<file path="config.mk">
export PLATFORM = sky130hd
export DESIGN_NAME = mem_port_arbiter
export DESIGN_NICKNAME = d
export VERILOG_FILES = /design/src/rtl/mem_port_arbiter.sv
export SDC_FILE = /design/constraint.sdc
export NUM_CORES = 1
export LEC_CHECK = 0
export ABC_AREA = 0
export CORE_ASPECT_RATIO = 1.5
export CORE_MARGIN = 3
export CORE_UTILIZATION = 57
export DETAILED_ROUTE_END_ITERATION = 12
export DONT_BUFFER_PORTS = 1
export PLACE_DENSITY = 0.74
export SYNTH_ARGS = -nofsm -noshare
export SYNTH_HDL_FRONTEND = slang
export SYNTH_SLANG_ARGS = --single-unit
</file>
<file path="constraint.sdc">
create_clock -name clk -period 4.5 [get_ports clk]
set_clock_uncertainty 0.15 [all_clocks]
set_input_delay 0.675 -clock clk [delete_from_list [all_inputs] [get_ports clk]]
set_output_delay 0.675 -clock clk [all_outputs]
set_load 0.005 [all_outputs]
</file>
<file path="src/rtl/mem_port_arbiter.sv">
// Arbitrates the single data-memory port between instruction fetch and load/store.
// Define ARB_ROUND_ROBIN_EN to alternate grants on simultaneous requests instead of LS > IF.
module mem_port_arbiter #(
    parameter int ADDR_WIDTH  = 32,
    parameter int DATA_WIDTH  = 32,
    parameter int MEM_LATENCY = 1
) (
    input  logic                  clk,
    input  logic                  reset,
    input  logic                  if_req,
    input  logic [ADDR_WIDTH-1:0] if_addr,
    output logic [DATA_WIDTH-1:0] if_rdata,
    output logic                  if_ready,
    input  logic                  ls_req,
    input  logic                  ls_we,
    input  logic [2:0]            ls_func3,
    input  logic [ADDR_WIDTH-1:0] ls_addr,
    input  logic [DATA_WIDTH-1:0] ls_wdata,
    output logic [DATA_WIDTH-1:0] ls_rdata,
    output logic                  ls_ready,
    output logic                  mem_en,
    output logic                  mem_we,
    output logic [2:0]            mem_func3,
    output logic [ADDR_WIDTH-1:0] mem_addr,
    output logic [DATA_WIDTH-1:0] mem_wdata,
    input  logic [DATA_WIDTH-1:0] mem_rdata,
    output logic                  stall
);

    if (MEM_LATENCY < 1 || MEM_LATENCY > 4) begin : gBadLatency
        $error("mem_port_arbiter: MEM_LATENCY must be in 1..4");
    end

    localparam logic [1:0] LAT_INIT = 2'(MEM_LATENCY - 1);
    localparam logic [2:0] FETCH_FUNC3 = 3'b010;

    typedef enum logic [1:0] {IDLE, BUSY, RESP} arbState;

    arbState    state;
    logic [1:0] latCount;
    logic       grantLs;
    logic       storeReg;
    logic       pickLs;

`ifdef ARB_ROUND_ROBIN_EN
    logic lastGrantLs;

    // On a tie the requester that lost last time wins.
    assign pickLs = ls_req & (~if_req | ~lastGrantLs);
`else
    assign pickLs = ls_req;
`endif

    assign stall = (if_req & ~if_ready) | (ls_req & ~ls_ready);

    always_ff @(posedge clk or posedge reset) begin
        if (reset) begin
            state     <= IDLE;
            latCount  <= '0;
            grantLs   <= 1'b0;
            storeReg  <= 1'b0;
            if_ready  <= 1'b0;
            ls_ready  <= 1'b0;
            if_rdata  <= '0;
            ls_rdata  <= '0;
            mem_en    <= 1'b0;
            mem_we    <= 1'b0;
            mem_func3 <= '0;
            mem_addr  <= '0;
            mem_wdata <= '0;
`ifdef ARB_ROUND_ROBIN_EN
            lastGrantLs <= 1'b0;
`endif
        end else begin
            if_ready <= 1'b0;
            ls_ready <= 1'b0;
            // The write strobe lives for the first BUSY cycle only.
            mem_we   <= 1'b0;
            case (state)
                IDLE: begin
                    if (ls_req || if_req) begin
                        grantLs  <= pickLs;
                        mem_en   <= 1'b1;
                        latCount <= LAT_INIT;
                        state    <= BUSY;
`ifdef ARB_ROUND_ROBIN_EN
                        lastGrantLs <= pickLs;
`endif
                        if (pickLs) begin
                            mem_addr  <= ls_addr;
                            mem_we    <= ls_we;
                            storeReg  <= ls_we;
                            mem_func3 <= ls_func3;
                            mem_wdata <= ls_wdata;
                        end else begin
                            mem_addr  <= if_addr;
                            mem_we    <= 1'b0;
                            storeReg  <= 1'b0;
                            mem_func3 <= FETCH_FUNC3;
                            mem_wdata <= '0;
                        end
                    end
                end
                BUSY: begin
                    if (latCount == 2'd0) begin
                        mem_en <= 1'b0;
                        state  <= RESP;
                        if (grantLs) begin
                            ls_ready <= 1'b1;
                            ls_rdata <= storeReg ? '0 : mem_rdata;
                        end else begin
                            if_ready <= 1'b1;
                            if_rdata <= mem_rdata;
                        end
                    end else begin
                        latCount <= latCount - 2'd1;
                    end
                end
                RESP: begin
                    state <= IDLE;
                end
                default: begin
                    state <= IDLE;
                end
            endcase
        end
    end

endmodule

</file>
# Word-level counts from Yosys, hierarchy flattened
# Index checks and enable logic that the tools add are counted.
[totals]
register_bits = 141
latch_bits = 0
ramBits = 0
mem_bits_ro = 0
output_inout_bits = 136
elab_cells = 56
n_memories = 0
[op_classes]
n_addsub = 1
multipliers = 0
n_div = 0
magnitude_cmp = 0
eq_ne = 4
n_shift = 0
mux = 22
n_bitwise = 6
n_reduce_logical = 10
[op_table]
columns = ["op", "n"]
rows = [
  ["32-bit two-way mux", 3],
  ["3-bit AND reduction", 4],
  ["1-bit two-way mux", 11],
  ["2-bit two-way mux", 4],
  ["2-bit case mux with 2 select lines", 2],
  ["2-bit inequality test, second input constant", 3],
  ["2-bit zero test", 2],
  ["2-bit AND reduction", 2],
  ["3-bit two-way mux", 1],
  ["1-bit inverter", 3],
  ["1-bit bitwise AND", 2],
  ["2-bit by 1-bit == test with 1-bit output, second input constant", 1],
  ["1-bit case mux with 2 select lines", 1],
  ["2-bit nonzero test", 1],
  ["2-bit by 1-bit subtractor with 2-bit output, second input constant", 1],
  ["1-bit logical OR", 1],
  ["1-bit OR", 1],
]

# Depth between registers and ports, before layout
# Gate-level depths: netlist (run 1).
[logic_depth]
depth_word = 3
ltp_mapped = 7
mapped_depth_nobuf = 5

# Worst setup path after synthesis (run 1)
# No wires, ideal clock.
[synth_path]
path_type = "input port to output port"
from = "input port ls_req"
to = "output port stall"
arrival_ns = 1.237
t_required_ns = 3.675
setup_slack_ns = 2.438
cell_stages = 4
cell_sequence = "buf_2 buf_2 inv_1 o22ai_1"
[synth_between]
elab_chain_cells = 2
[synth_rtl]
columns = ["item", "line_no", "rtl"]
rows = [
  ["start, declared", "14", "input logic ls_req,"],
  ["1-bit bitwise AND", "54", "assign stall = (if_req & ~if_ready) | (ls_req & ~ls_ready);"],
  ["1-bit OR", "54", ""],
  ["end, declared", "27", "output logic stall"],
]
# Every way passes these cells.

# Worst setup path after layout (run 1)
[layout_path]
from = "register latCount[0]"
to = "register if_rdata[4]"
[layout_between]
elab_chain_cells = 2
[layout_rtl]
columns = ["item", "line_no", "rtl"]
rows = [
  ["start, declared", "40", "logic [1:0] latCount;"],
  ["start signal, assigned", "116", "latCount <= latCount - 2'd1;"],
  ["2-bit zero test", "105", "if (latCount == 2'd0) begin"],
  ["3-bit AND reduction (no line)", "n/a", ""],
  ["end signal, assigned", "113", "if_rdata <= mem_rdata;"],
  ["end, declared", "12", "output logic [DATA_WIDTH-1:0] if_rdata,"],
]
# Every way passes these cells.
# A chain may end at the register's enable or synchronous reset.

==> results of run 1 <==
layer usage:
| layer | wire length, um | up-vias | global-route usage, % |
|---|---|---|---|
| li1 | - | 1495 | - |
| met1 | 4490 | 1678 | 23.7 |
| met2 | 6630 | 188 | 36.3 |
| met3 | 1330 | 24 | 9.41 |
| met4 | 360 | 0 | 10.5 |
| met5 | 0 | - | 0 |
logic make-up (layout without fill, tap and decap cells):
logic type / Yosys count / after routing
and+or+nand+nor: 75 / 75
adders and majority gates: 2 / 2
DFF: 141 / 141
buffers and inverters: 37 / 46
AOI/OAI and AO/OA: 77 / 77
muxes: 96 / 96
path summary, 6_finish.rpt:
path / end / slack (ns) / depth (start not counted)
hold / removal: if_rdata[2]$_DFFE_PP0P_ / 0.13 / 2
setup / recovery: if_rdata[4]$_DFFE_PP0P_ / 1.96 / 5
setup reg to reg: if_rdata[4]$_DFFE_PP0P_ / 1.96 / 5
min in group clk: mem_wdata[31]$_DFFE_PP0P_ / 0.24 / 1
max in group asynchronous: ls_rdata[17]$_DFFE_PP0P_ / 3.42 / 2
hold reg to reg: ls_rdata[10]$_DFFE_PP0P_ / 0.36 / 2
cells in the final DEF, fill, tap and decap left out, drive strengths merged, types with 4 or more instances in the layout:
cell type / n
a22o: 36
buf: 6
clkbuf: 20
clkinv: 4
dfrtp: 141
inv: 10
mux2: 96
nand2: 33
nand2b: 32
o21ai: 34
flip-flops by register name, summed over array words and instances (netlist names), 2 cells and up:
signal and count:
if_rdata 32, ls_rdata 32, mem_addr 32, mem_wdata 32, mem_func3 3, latCount 2, state 2
through the flow:
| stage | hold slack [ns] | util (%) | power, mW | worst slack (ns) |
|---|---|---|---|---|
| after floorplan | 0.314 | - | 3.39 | 1.91 |
| after global placement | 0.340 | 59.8 | 3.61 | 2.04 |
| after detailed placement | 0.349 | 59.8 | 3.68 | 1.96 |
| after CTS | 0.225 | 66.0 | 5.13 | 1.95 |
| after global routing | 0.218 | 66.0 | 5.37 | 1.88 |
| final | 0.131 | 66.0 | 5.06 | 1.96 |
where the power goes:
| group | switching (mW) | leakage (nW) | internal [mW] |
|---|---|---|---|
| combinational | 0.502 | 0.966 | 0.727 |
| sequential | 0.542 | 1.73 | 1.86 |
| clock | 0.520 | 0.297 | 0.906 |
| total | 1.56 | 2.99 | 3.50 |
final cells by class:
type                            instances  area [um2]
Tap cell                              115         144
Multi-Input combinational cell        250        2160
Timing Repair Buffer                    6        57.6
Clock inverter                         12         159
Fill cell                             692        3370
Clock buffer                           20         457
Inverter                                8        33.8
Sequential cell                       141        3530
==> results.py, run 1 <==
metrics = {
    "status": {
        "status": "finished, final reports clean",
    },
    "logic_synthesis": {
        "yosysMostFrequentCell": "dfrtp_1",
        "synth-simple-area-share_pct": 6.89,
        "ys_seq_elements": 141,
        "synth_top_family_by_area": "multiplexers",
        "ys_dominant_reg_cell": "dfrtp_1",
        "yosys.area_share.adder_pct": 0.424,
        "synth.net_count": 566,
        "synth.area.mux_share_pct": 20.2,
        "synth_compound_area_share_pct": 9.07,
        "ys_top_cells_by_count": "141 x dfrtp_1, 67 x mux2_2, 36 x a22o_1",
        "ys_async_sr_fraction_pct": 100,
        "synth_top_area_share_pct": 59.8,
        "ys_seq_area_share_pct": 59.8,
        "yosys_warnings": 0,
        "synthTopCellsByArea": "dfrtp_1 60%, mux2_2 13%, mux2_4 7.4%",
        "syn_avg_cell_area_um2": 13.8,
        "syn_inst": 428,
        "syn-cell-area_um2": 5900,
        "synthXorXnorAreaFrac_pct": 0,
        "synth.largest_area_cell": "dfrtp_1",
        "synth_cell_types": 28,
        "synth_edf_count": 0,
    },
    "floorplanning": {
        "core-area_um2": 9910,
        "die_w_um": 89.1,
        "chipHeight_um": 131,
        "ios": 272,
        "die_area_um2": 11600,
        "initial_utilization_pct": 59.6,
        "rows": 44,
    },
    "clock_network": {
        "cts_tree": "done",
        "clk_path_buf_depth": 2,
        "cts_made_buffers": 17,
        "post_cts_buffers": 0,
        "cts_resized": 0,
        "hold_buffers": 0,
        "insertion_delay_ns": 0.40,
        "clk_pin_slew_ns": 0.06,
        "htreeDepth": 4,
        "clkSinkCount": 141,
        "clock-root-buffer": "clkbuf_16",
    },
    "detailed_routing": {
        "routed_via_density": 6.13,
        "wl_um": 12800,
        "drt_pass1_iterations": 4,
        "antenna_left": 0,
        "drt_iter0_markers": 129,
        "vias": 3385,
        "drc_errors": 0,
        "wl_per_cell_um": 23.2,
    },
    "critical_path": {
        "start_kind": "flop",
        "critPathMaxStageDelay_ns": 0.85,
        "critPathLaunch": "latCount[0]$_DFFE_PP0P_",
        "crit_family": "simple AND/OR/NAND/NOR gates",
        "cp.required_ns": 4.64,
        "rr_startpoint": "latCount[0]$_DFFE_PP0P_",
        "arrival_ns": 2.68,
        "slowest_stage": "and4bb_2",
        "endpoint_kind": "flop",
        "crit_chain": "inv_1 > ha_1 > and4bb_2 > buf_4 > mux2_4",
        "path_buf_inv": 2,
        "criticalPathCategory": "flop to flop",
        "critical_path.max_fanout": 25,
    },
    "global_route": {
        "grt_pass1_wl_um": 19200,
        "antenna_found_initial": 0,
        "first_global_vias": 3674,
        "grt.total_usage_pct": 21.9,
        "grt_start_max_net_pins": 142,
        "grt-ovfl-total": 0,
    },
    "power": {
        "p_per_area_nw_per_um2": 773,
        "power_leakage_nw": 2.99,
        "ir_drop_v": 0.000388,
    },
    "sta": {
        "finalHoldViolCount": 0,
        "slew_headroom_pct": 40.9,
        "report.final.slew_viol_count": 0,
        "setup_viol": 0,
        "tightestPinTransition_ns": 0.887,
        "min_period_ns": 2.54,
        "rsz0062_at_grt": "no",
        "finalCritPeriodShare_pct": 56.4,
        "setup_tns_ns": 0,
        "max_freq_mhz": 394,
    },
    "place": {
        "dp_hpwl_um": 9110,
        "gp_congestion": 0.795,
        "placed_area_um2": 5930,
        "io_buffer_count": 0,
        "dp_cells": 520,
    },
    "run": {
        "maxCapViolCount": 0,
    },
    "finish": {
        "diodes": 0,
        "syn_to_final_growth_pct": 10.9,
        "finalNonFillerCells": 552,
        "fin_nets": 562,
        "drive_above_1_share_pct": 31.8,
        "design_area_um2": 6540,
    },
    "hold_path": {
        "hold_class": "input port to asynchronous set/reset pin",
    },
}
(Power assumes the default switching activity.)
==> run 2: changes to the inputs <==
==> constraint.sdc (replaced) <==
create_clock -name clk -period 2.18 [get_ports clk]
set_clock_uncertainty 0.15 [all_clocks]
set_input_delay 0.327 -clock clk [delete_from_list [all_inputs] [get_ports clk]]
set_output_delay 0.327 -clock clk [all_outputs]
set_load 0.005 [all_outputs]
==> results.py, run 2 (synthesis gave the netlist of run 1 again) <==
metrics = {
    "status": {
        "status": "finished, final reports clean",
    },
    "sta": {
        "rsz0062_at_grt": "no",
        "tightestPinTransition_ns": 0.747,
        "setup_tns_ns": 0,
        "setup_viol": 0,
        "min_period_ns": 1.92,
        "slew_headroom_pct": 50.2,
        "max_freq_mhz": 522,
        "finalHoldViolCount": 0,
        "report.final.slew_viol_count": 0,
        "finalCritPeriodShare_pct": 87.9,
    },
    "detailed_routing": {
        "routed_via_density": 5.97,
        "drc_errors": 0,
        "antenna_left": 0,
        "wl_um": 14600,
        "drt_iter0_markers": 138,
        "wl_per_cell_um": 23.4,
        "drt_pass1_iterations": 4,
        "vias": 3720,
    },
    "floorplanning": {
        "rows": 44,
        "chipHeight_um": 131,
        "die_area_um2": 11600,
        "core-area_um2": 9910,
        "die_w_um": 89.1,
        "ios": 272,
        "initial_utilization_pct": 59.6,
    },
    "finish": {
        "fin_nets": 633,
        "final_common_cell": "dfrtp_1",
        "layout_common_cells": "141 x dfrtp_1, 69 x dlygate4sd3_1, 67 x mux2_2",
        "syn_to_final_growth_pct": 23.0,
        "drive_above_1_share_pct": 27.8,
        "diodes": 0,
    },
    "global_route": {
        "grt_start_max_net_pins": 142,
        "antenna_found_initial": 0,
        "grt.total_usage_pct": 24.6,
        "grt-ovfl-total": 0,
        "first_global_vias": 3977,
        "grt_pass1_wl_um": 21400,
    },
    "critical_path": {
        "endpoint_kind": "flop",
        "r2r-end": "if_rdata[25]$_DFFE_PP0P_",
        "r2r_slack_ns": 0.26,
        "arrival_ns": 2.06,
        "path_buf_inv": 2,
        "critPathMaxStageDelay_ns": 0.40,
        "reg2regPathDepth": 5,
        "cp.required_ns": 2.32,
        "crit_chain": "inv_1 > ha_1 > and4bb_2 > buf_12 > mux2_2",
        "start_kind": "flop",
        "critical_path.max_fanout": 33,
        "crit_family": "flip-flops",
        "slowest_stage": "dfrtp_1",
        "criticalPathCategory": "flop to flop",
        "critPathLaunch": "latCount[0]$_DFFE_PP0P_",
        "rr_startpoint": "latCount[0]$_DFFE_PP0P_",
    },
    "clock_network": {
        "clock-root-buffer": "clkbuf_16",
        "cts_made_buffers": 17,
        "cts_tree": "done",
        "clk_path_buf_depth": 2,
        "htreeDepth": 4,
        "post_cts_buffers": 0,
        "clk_pin_slew_ns": 0.06,
        "insertion_delay_ns": 0.40,
        "clkSinkCount": 141,
    },
    "hold_path": {
        "hold_class": "input port to flop",
        "holdCritStartpoint": "if_addr[28]",
        "min_path_cells": 2,
        "holdPathEnd": "mem_addr[28]$_DFFE_PP0P_",
    },
    "place": {
        "dp_hpwl_um": 9420,
        "gp_congestion": 0.783,
        "io_buffer_count": 0,
    },
    "run": {
        "maxCapViolCount": 0,
    },
    "power": {
        "ir_drop_v": 0.000832,
        "p_per_area_nw_per_um2": 1470,
        "total_power_mw": 10.7,
        "power_leakage_nw": 3.28,
    },
}
## run 2: final cells by class
type                    instances  area, um2
repair buffers                 77        801
clock buffers                  18        429
multi-input cells             250       2160
flip-flops and latches        141       3530
clock inverters                14        158
fillers                       620       2650
well taps                     115        144
inverters                       8       33.8
## run 2: metal layers
layer | up-vias | GRT usage (%) | part of all wire, %
li1 | 1628 | - | -
met1 | 1875 | 27.3 | 35
met2 | 198 | 42.8 | 55
met3 | 19 | 9.16 | 8.9
met4 | 0 | 8.68 | 1.9
met5 | - | 0 | 0
## run 2: timing repair
| item | 4_1_cts | 5_1_grt |
|---|---|---|
| gates resized for setup | 0 | 0 |
| hold endpoints to repair | 241 | 0 |
| hold buffers | 69 | 0 |
## run 2: metrics by stage
step	hold WS, ns	area, um2	cells	utilization (%)	setup slack, ns
3_5_place_dp	0.313	5980	522	60.4	0.278
2_1_floorplan	0.310	5910	428	-	-0.0601
6_report	0.0490	7260	623	73.2	0.264
4_1_cts	0.0275	7260	623	73.2	0.260
5_1_grt	0.0328	7260	623	73.2	0.184
3_3_place_gp	0.310	5980	522	60.4	0.343
## run 2: worst max path at each step
stage / slack, ns / cells after the start / to
2_1_floorplan: -0.06 / 1 / grantLs$_DFFE_PP0P_
3_3_place_gp: 0.34 / 5 / if_rdata[23]$_DFFE_PP0P_
3_5_place_dp: 0.28 / 5 / if_rdata[23]$_DFFE_PP0P_
4_1_cts: 0.26 / 5 / if_rdata[25]$_DFFE_PP0P_
5_1_grt: 0.18 / 5 / if_rdata[25]$_DFFE_PP0P_
6_report: 0.26 / 5 / if_rdata[25]$_DFFE_PP0P_
## run 2: power breakdown
part           internal (mW)  switching [mW]  leakage, nW
sequential              3.84            1.12         1.73
combinational           1.66            1.23         1.28
clock                   1.70            1.14        0.267
==> run 3: changes to the inputs <==
--- a/config.mk
+++ b/config.mk
@@ -12,6 +12,7 @@
 export DETAILED_ROUTE_END_ITERATION = 12
 export DONT_BUFFER_PORTS = 1
 export PLACE_DENSITY = 0.74
+export REMOVE_ABC_BUFFERS = 1
 export SYNTH_ARGS = -nofsm -noshare
 export SYNTH_HDL_FRONTEND = slang
 export SYNTH_SLANG_ARGS = --single-unit
==> results.py, run 3 (synthesis gave the netlist of run 1 again) <==
metrics = {
    "floorplanning": {
        "die_area_um2": 11600,
        "chipHeight_um": 131,
        "core-area_um2": 9910,
        "ios": 272,
        "rows": 44,
        "initial_utilization_pct": 59.6,
        "die_w_um": 89.1,
    },
    "critical_path": {
        "cp.required_ns": 2.32,
        "reg2regPathDepth": 5,
        "critical_path.max_fanout": 33,
        "rr_startpoint": "latCount[0]$_DFFE_PP0P_",
        "start_kind": "flop",
        "endpoint_kind": "flop",
        "r2r-end": "if_rdata[23]$_DFFE_PP0P_",
        "arrival_ns": 2.05,
        "criticalPathCategory": "flop to flop",
        "r2r_slack_ns": 0.27,
    },
    "clock_network": {
        "insertion_delay_ns": 0.40,
        "hold_buffers": 69,
        "clk_path_buf_depth": 2,
        "htreeDepth": 4,
        "clk_pin_slew_ns": 0.06,
        "cts_made_buffers": 17,
        "cts_tree": "done",
        "cts_resized": 0,
        "post_cts_buffers": 0,
        "clkSinkCount": 141,
        "clock-root-buffer": "clkbuf_16",
    },
    "detailed_routing": {
        "drt_pass1_iterations": 4,
        "wl_per_cell_um": 22.6,
        "drc_errors": 0,
        "routed_via_density": 5.93,
        "wl_um": 14200,
        "vias": 3719,
        "antenna_left": 0,
        "drt_iter0_markers": 163,
    },
    "sta": {
        "setup_tns_ns": 0,
        "report.final.slew_viol_count": 0,
        "whs_ns": 0.0469,
        "rsz0062_at_grt": "no",
        "max_freq_mhz": 522,
        "setup_viol": 0,
        "min_period_ns": 1.91,
        "finalCritPeriodShare_pct": 87.8,
        "finalHoldViolCount": 0,
        "tightestPinTransition_ns": 0.580,
        "slew_headroom_pct": 61.2,
    },
    "power": {
        "total_power_mw": 10.7,
        "power_leakage_nw": 3.31,
        "p_per_area_nw_per_um2": 1460,
        "ir_drop_v": 0.000781,
    },
    "global_route": {
        "grt.total_usage_pct": 24.1,
        "first_global_vias": 3954,
        "antenna_found_initial": 0,
        "grt_pass1_wl_um": 21000,
        "grt-ovfl-total": 0,
        "grt_start_max_net_pins": 59,
    },
    "finish": {
        "finalNonFillerCells": 627,
        "layout_common_cells": "141 x dfrtp_1, 69 x dlygate4sd3_1, 67 x mux2_2",
        "final_common_cell": "dfrtp_1",
        "fin_nets": 635,
        "syn_to_final_growth_pct": 23.5,
        "drive_above_1_share_pct": 28.2,
        "postLayoutCoreUtil_pct": 73.5,
    },
    "place": {
        "dp_cells": 524,
        "io_buffer_count": 0,
        "gp_congestion": 0.747,
        "dp_hpwl_um": 9300,
    },
    "hold_path": {
        "holdCritStartpoint": "if_addr[18]",
        "min_path_cells": 2,
        "hold_class": "input port to flop",
        "holdPathEnd": "mem_addr[18]$_DFFE_PP0P_",
    },
    "run": {
        "maxCapViolCount": 0,
    },
    "status": {
        "status": "finished, final reports clean",
    },
}
run 3: where the power goes:
group	switching [mW]	internal [mW]
clock	1.10	1.75
combinational	1.20	1.66
sequential	1.11	3.84
run 3: cell type report:
type | count | area, um2
timing repair buffer | 79 | 816
fill | 613 | 2620
multi-input combinational | 250 | 2160
clock inverter | 13 | 141
inverter | 8 | 35.0
antenna | 2 | 5.00
tap | 115 | 144
sequential | 141 | 3530
clock buffer | 19 | 453
run 3: per-layer routing:
metal	up-vias	GRT usage [%]	part of all wire (%)
li1	1641	-	-
met1	1840	26.4	35
met2	211	41.1	54
met3	27	9.47	9.4
met4	0	10.3	2.3
met5	-	0	0
run 3: critical path, cell delays in order (launching register included):
cell	delay, ns
dfrtp_1	0.41
inv_1	0.10
ha_1	0.23
and4bb_2	0.28
buf_12	0.25
mux2_2	0.37
run 3: worst max-delay path by stage:
stage | startpoint | end | slack (ns)
2_1_floorplan | reset | grantLs$_DFFE_PP0P_ | -2.08
3_3_place_gp | latCount[0]$_DFFE_PP0P_ | if_rdata[24]$_DFFE_PP0P_ | 0.34
3_5_place_dp | latCount[0]$_DFFE_PP0P_ | if_rdata[25]$_DFFE_PP0P_ | 0.27
4_1_cts | latCount[0]$_DFFE_PP0P_ | if_rdata[23]$_DFFE_PP0P_ | 0.26
5_1_grt | latCount[0]$_DFFE_PP0P_ | if_rdata[24]$_DFFE_PP0P_ | 0.16
6_report | latCount[0]$_DFFE_PP0P_ | if_rdata[23]$_DFFE_PP0P_ | 0.27
run 3: through the flow:
stage               setup slack [ns]  area, um2
finish                         0.266       7290
global route                   0.158       7280
CTS                            0.259       7280
detailed placement             0.273       6000
global placement               0.336       6000
floorplan                      -2.08       5720
